$ cat config.mk
export PLATFORM = sky130hd
export DESIGN_NAME = window_fetcher
export DESIGN_NICKNAME = d
export VERILOG_FILES = /design/src/rtl/dwise_pkg.sv /design/src/rtl/window_fetcher.sv
export SDC_FILE = /design/constraint.sdc
export NUM_CORES = 1
export LEC_CHECK = 0
export CELL_PAD_IN_SITES_DETAIL_PLACEMENT = 0
export CELL_PAD_IN_SITES_GLOBAL_PLACEMENT = 1
export CORE_MARGIN = 2
export CORE_UTILIZATION = 33
export DETAILED_ROUTE_END_ITERATION = 8
export PLACE_DENSITY_LB_ADDON = 0.15
export SLEW_MARGIN = 40
export SYNTH_ARGS = -nofsm -noshare
export SYNTH_HDL_FRONTEND = slang
export SYNTH_SLANG_ARGS = --single-unit
export TNS_END_PERCENT = 30
$ cat constraint.sdc
create_clock -name i_clk -period 2 [get_ports i_clk]
set_clock_uncertainty 0.15 [all_clocks]
set_input_delay 0.2 -clock i_clk [delete_from_list [all_inputs] [get_ports i_clk]]
set_output_delay 0.2 -clock i_clk [all_outputs]
set_load 0.005 [all_outputs]
$ cat src/rtl/dwise_pkg.sv
// -----------------------------------------------------------------------------
// dwise_pkg
// Shared types and helpers for the depthwise router blocks.
//   fetch_state_t : window fetcher FSM states (also used by the dwise router)
//   cnt_width()   : width of an index counter covering n entries, never below 1
// -----------------------------------------------------------------------------
package dwise_pkg;

   typedef enum logic [1:0] {
      IDLE  = 2'd0,
      FETCH = 2'd1,
      DRAIN = 2'd2,
      DONE  = 2'd3
   } fetch_state_t;

   // A window of a single address still needs a one-bit counter.
   function automatic int cnt_width(input int n);
      return (n > 1) ? $clog2(n) : 1;
   endfunction

endpackage

$ cat src/rtl/window_fetcher.sv
// -----------------------------------------------------------------------------
// window_fetcher
// Read-side companion of the depthwise address generator. Takes one sliding
// window address set, issues one SRAM read per cycle, assembles the returned
// words into a packed window and hands it to the selected depthwise PE row.
//
// Ports
//   i_clk, i_nrst        clock (rising edge), asynchronous active-low reset
//   i_reg_clear          synchronous clear, beats everything except reset
//   i_valid / o_ready    address set handshake (o_ready is combinational)
//   i_addr               window addresses, element 0 is fetched first
//   i_o_x, i_o_y         output coordinates, latched on accept
//   i_row_id             destination row id, latched on accept
//   o_sram_re            SRAM read enable
//   o_sram_addr          SRAM read address, zero while o_sram_re is low
//   i_sram_rdata         SRAM word, valid one cycle after o_sram_re
//   o_valid / i_ready    completed window handshake
//   o_data               packed window, o_data[k] = mem[i_addr[k]]
//   o_o_x, o_o_y         latched coordinates
//   o_row_id             latched row id
// -----------------------------------------------------------------------------
module window_fetcher
   import dwise_pkg::*;
#(
   parameter int ROWS        = 4,
   parameter int ADDR_WIDTH  = 6,
   parameter int ADDR_LENGTH = 9,
   parameter int DATA_WIDTH  = 8
) (
   input  logic                                      i_clk,
   input  logic                                      i_nrst,
   input  logic                                      i_reg_clear,
   input  logic                                      i_valid,
   output logic                                      o_ready,
   input  logic [0:ADDR_LENGTH-1][ADDR_WIDTH-1:0]    i_addr,
   input  logic [ADDR_WIDTH-1:0]                     i_o_x,
   input  logic [ADDR_WIDTH-1:0]                     i_o_y,
   input  logic [ROWS-1:0]                           i_row_id,
   output logic                                      o_sram_re,
   output logic [ADDR_WIDTH-1:0]                     o_sram_addr,
   input  logic [DATA_WIDTH-1:0]                     i_sram_rdata,
   output logic                                      o_valid,
   input  logic                                      i_ready,
   output logic [0:ADDR_LENGTH-1][DATA_WIDTH-1:0]    o_data,
   output logic [ADDR_WIDTH-1:0]                     o_o_x,
   output logic [ADDR_WIDTH-1:0]                     o_o_y,
   output logic [ROWS-1:0]                           o_row_id
);

   localparam int               CNT_W    = cnt_width(ADDR_LENGTH);
   localparam logic [CNT_W-1:0] CNT_LAST = CNT_W'(ADDR_LENGTH - 1);

   fetch_state_t                              state_q;
   fetch_state_t                              state_d;
   logic [CNT_W-1:0]                          cnt_q;
   logic [0:ADDR_LENGTH-1][ADDR_WIDTH-1:0]    addr_q;
   logic                                      rd_pending_q;
   logic [CNT_W-1:0]                          rd_idx_q;
   logic                                      accept;

   // --------------------------------------------------------------------------
   // Next state and outputs
   // --------------------------------------------------------------------------
   always_comb begin
      state_d     = state_q;
      o_ready     = 1'b0;
      o_valid     = 1'b0;
      o_sram_re   = 1'b0;
      o_sram_addr = '0;
      accept      = 1'b0;

      // A finished window can be replaced in the same cycle it is consumed,
      // which is what gives back-to-back windows no idle bubble.
      o_ready = (state_q == IDLE) || ((state_q == DONE) && i_ready);
      accept  = i_valid && o_ready;
      o_valid = (state_q == DONE);

      if (state_q == FETCH) begin
         o_sram_re   = 1'b1;
         o_sram_addr = addr_q[cnt_q];
      end

      case (state_q)
         IDLE: begin
            if (accept) state_d = FETCH;
         end
         FETCH: begin
            if (cnt_q == CNT_LAST) state_d = DRAIN;
         end
         DRAIN: begin
            // Last read is still in flight; its word lands this cycle.
            state_d = DONE;
         end
         DONE: begin
            if (accept)       state_d = FETCH;
            else if (i_ready) state_d = IDLE;
         end
         default: state_d = IDLE;
      endcase
   end

   // --------------------------------------------------------------------------
   // State, counter, latched set and capture registers
   // --------------------------------------------------------------------------
   always_ff @(posedge i_clk or negedge i_nrst) begin
      if (!i_nrst) begin
         state_q      <= IDLE;
         cnt_q        <= '0;
         addr_q       <= '0;
         rd_pending_q <= 1'b0;
         rd_idx_q     <= '0;
         o_data       <= '0;
         o_o_x        <= '0;
         o_o_y        <= '0;
         o_row_id     <= '0;
      end else if (i_reg_clear) begin
         // Dropping rd_pending discards the read issued this cycle, so the
         // word returning on the next cycle never lands in o_data.
         state_q      <= IDLE;
         cnt_q        <= '0;
         addr_q       <= '0;
         rd_pending_q <= 1'b0;
         rd_idx_q     <= '0;
         o_data       <= '0;
         o_o_x        <= '0;
         o_o_y        <= '0;
         o_row_id     <= '0;
      end else begin
         state_q <= state_d;

         if (accept) begin
            addr_q   <= i_addr;
            o_o_x    <= i_o_x;
            o_o_y    <= i_o_y;
            o_row_id <= i_row_id;
            cnt_q    <= '0;
         end else if (state_q == FETCH) begin
            cnt_q <= cnt_q + 1'b1;
         end

         // SRAM has one cycle of read latency: remember which slot the
         // current read belongs to and fill it when the word comes back.
         rd_pending_q <= o_sram_re;
         rd_idx_q     <= cnt_q;
         if (rd_pending_q) begin
            o_data[rd_idx_q] <= i_sram_rdata;
         end
      end
   end

endmodule

==> impl_results.md <==
- Largest net degree at the start of global routing: 78
- Placeable Area: approximately 20000 µm²
- Hold WS: between 100 and 150 ps
- PortBufs: about 180
- Overall Power: ~0.009 W
- Initial core utilization: 0.3356
- Placed wire-length estimate: 13290 µm
- Rows: between 50 and 60
- Residual overflow from global routing: 0
- Cell Area, Placed: between 8000 and 9000 µm²
- Die width: around 150 µm
- Ys flop type: dfrtp_1
- Worst EP arrival: 1980 ps
- GP Congestion: ~0.86
- Hold WC Path Type: primary input to asynchronous set/reset pin
- Worst-path maximum fanout: 6
- CTS HTree Levels: 4
- Fin area: approximately 10000 µm²
- Synthesized netlist net count: around 760
- Final Cycle Share: 1.166
- Tightest Pin Transition: approximately 550 ps
- DRC violations left: 0
- Gr usage total: 0.1803
- Synth async-reset ratio: 1.000
- Peak Freq: 0.4288 GHz
- First DRT Iteration DRCs: 249
- Post-synth EDFFs: 0
- Cell count after synthesis: around 670
- Clock Path Buffers: 2
- Clk_lat worst skew: roughly 420 ps
- Share of layout cells above drive strength 1: 0.1389
- Reg2Reg Capture Point: state_q[0]$_DFFE_PN0P_
- Syn Area/Cell: a little over 10 µm²
- R2r worst-path depth: 9
- Worst setup path category: register to output pin
- Seq/Total Area, Yosys: 0.5638
- Reg2Reg Setup Slack: roughly 60 ps
- Most frequent cells in the layout: 168 x clkdlybuf4s50_1, 157 x nand2_1, 152 x dfrtp_1
- Final setup margin: -332.2 ps
- Final wirelength: between 15000 and 20000 µm
- Num ports: 180
- CTS sink count: roughly 150
- N_diodes: 0
- Vias per cell: ~4.7
- Unrepaired setup endpoints after global routing: true
- Setup crit start kind: register
- Vias in the first global route: 5625
- CP Data Required Time: 1650 ps
- CTS tree: done
- # fillers: about 1900
- Synth warn: 0
- LEAKAGE: approximately 4.4 nW
- Total die area: 21740 µm²
- Root buffer selected by CTS: clkbuf_16
- Commonest non-fill, non-tap cell in the layout: clkdlybuf4s50_1
- TNS Setup: -1838 ps
- Final hold viol count: 0
- Drt first pass iters: 6
- Slowest stage delay, CP: 470 ps
- DR vias: 5404
- Slew headroom: 0.6315
- WP buf/inv: 3
- Status: finished with violations
- Crit-path cells: buf_12 > buf_4 > mux2i_1 > a221oi_2 > o21ai_2 > a21boi_2 > buf_2
- PD cells: 924.9 nW/µm²
- Peak supply drop: 0.0005631 V
- CTS buffer count: 17
- Fin. max-slew vios: 0
- Delay-heaviest family, CP: compound AO/OA/AOI/OAI gates
- Die height: between 100 and 150 µm
- Max cap viols: 0
- Crit-path slowest cell: dfrtp_2
- Yosys cell types: 39
- CP endpoint kind: output pin
- Clock slew at reported path FFs: 60 ps
- Min cycle time layout: 2332 ps
- FF+latch count, synth: 153
- Final setup viols: 6
- Initial antenna violation count: 0
- Area Growth Syn to Fin: 43.85%
- Failing checks: negative setup slack
- Mapped Area: between 6000 and 7000 µm²
- Nets: roughly 950
- Post-route ant nets: 0
- Drt wl/cell: 16.50 µm
- First-pass GRT wire length: about 31000 µm
- Worst R2R Start: cnt_q[0]$_DFFE_PN0P_
## how the worst max path moves through the flow
stage	slack [ps]	to	from	cells after the start
after floorplan	50	state_q[1]$_DFFE_PN0P_	cnt_q[0]$_DFFE_PN0P_	9
final	-330	o_sram_addr[3]	cnt_q[0]$_DFFE_PN0P_	7
after global placement	-230	o_sram_addr[3]	cnt_q[0]$_DFFE_PN0P_	5
after global routing	-420	o_sram_addr[2]	cnt_q[0]$_DFFE_PN0P_	7
after CTS	-370	o_sram_addr[2]	cnt_q[0]$_DFFE_PN0P_	7
after detailed placement	-250	o_sram_addr[0]	cnt_q[0]$_DFFE_PN0P_	5
## flip-flops by register name, indices dropped and copies added (netlist names)
name	flops
o_row_id	4
rd_pending_q	1
addr_q	54
o_data	72
rd_idx_q	4
state_q	2
o_o_y	6
cnt_q	4
o_o_x	6
## Yosys cell counts, drive strengths merged (2+ instances only)
| cell | number | share of area |
|---|---|---|
| nand2 | 158 | 0.087 |
| dfrtp | 153 | 0.56 |
| a21oi | 79 | 0.058 |
| mux2i | 78 | 0.11 |
| nor2 | 71 | 0.040 |
| clkbuf | 35 | 0.020 |
| buf | 21 | 0.023 |
| nand3 | 9 | 0.0066 |
| a21boi | 6 | 0.0066 |
| a221oi | 6 | 0.0087 |
| ha | 6 | 0.011 |
| mux4 | 6 | 0.022 |
| o21ai | 6 | 0.0044 |
| inv | 5 | 0.0028 |
| nand3b | 4 | 0.0044 |
| nor2b | 4 | 0.0037 |
| nor3 | 4 | 0.0029 |
| nor3b | 3 | 0.0033 |
| and2 | 2 | 0.0020 |
| xor2 | 2 | 0.0026 |
## worst reg2reg max path: cells and delay by family (launching register included)
family | cells | cell delay, ps
AOI/OAI and AO/OA | 2 | 450
adders and majority gates | 1 | 140
buffers and inverters | 4 | 510
DFF | 1 | 470
and+or+nand+nor | 2 | 130
## cell families after synthesis
logic type | count (synthesis) | synth area share
and+or+nand+nor | 259 | 0.1557
adders and majority gates | 6 | 0.01106
DFF | 153 | 0.5638
muxes | 84 | 0.1371
xor gates and xnor gates | 3 | 0.003870
buffers and inverters | 61 | 0.04533
AOI/OAI and AO/OA | 101 | 0.08310
## report_power, final
part           switching (W)  total, W  leakage [nW]  internal, W
Combinational        0.00110   0.00220          1.96      0.00110
Sequential          0.000208   0.00358          2.10      0.00338
Clock                0.00135   0.00325         0.296      0.00190
## layer usage
layer  routed length [µm]  part of all wire  vias up  GRT usage
met5                    0                 0        -          0
met4                  234             0.012        0    0.05048
met3                  842             0.045       16    0.04074
met2                 9500              0.50      157     0.3030
met1                 8248              0.44     2626     0.2357
li1                     -                 -     2605          -
## what timing repair did
action / 4_1_cts / 5_1_grt
hold buffers: 1 / 0
endpoints found under the setup margin: 9 / 18
buffers inserted: 12 / 0
hold endpoints to repair: 153 / 0
resized for setup: 57 / 7
pin swaps: 14 / 8
cloned: 1 / 0
## cell type report
cell class | count | area (µm²) | share of cell area
Tap cell | 270 | 337.8 | 0.03458
Multi-Input combinational cell | 453 | 2723 | 0.2787
Sequential cell | 153 | 3830 | 0.3921
Inverter | 5 | 18.77 | 0.001921
Clock buffer | 18 | 439.2 | 0.04496
Timing Repair Buffer | 228 | 2258 | 0.2312
Clock inverter | 14 | 161.4 | 0.01652
## through the flow
stage               instances  setup WS, ps    util
detailed placement       1096        -245.0  0.4443
global placement         1096        -225.0  0.4443
CTS                      1141        -370.7  0.4816
floorplan                 667         49.00       -
global route             1141        -424.1  0.4827
finish                   1141        -332.2  0.4827
Note: power is estimated with default switching activity, not from simulation.
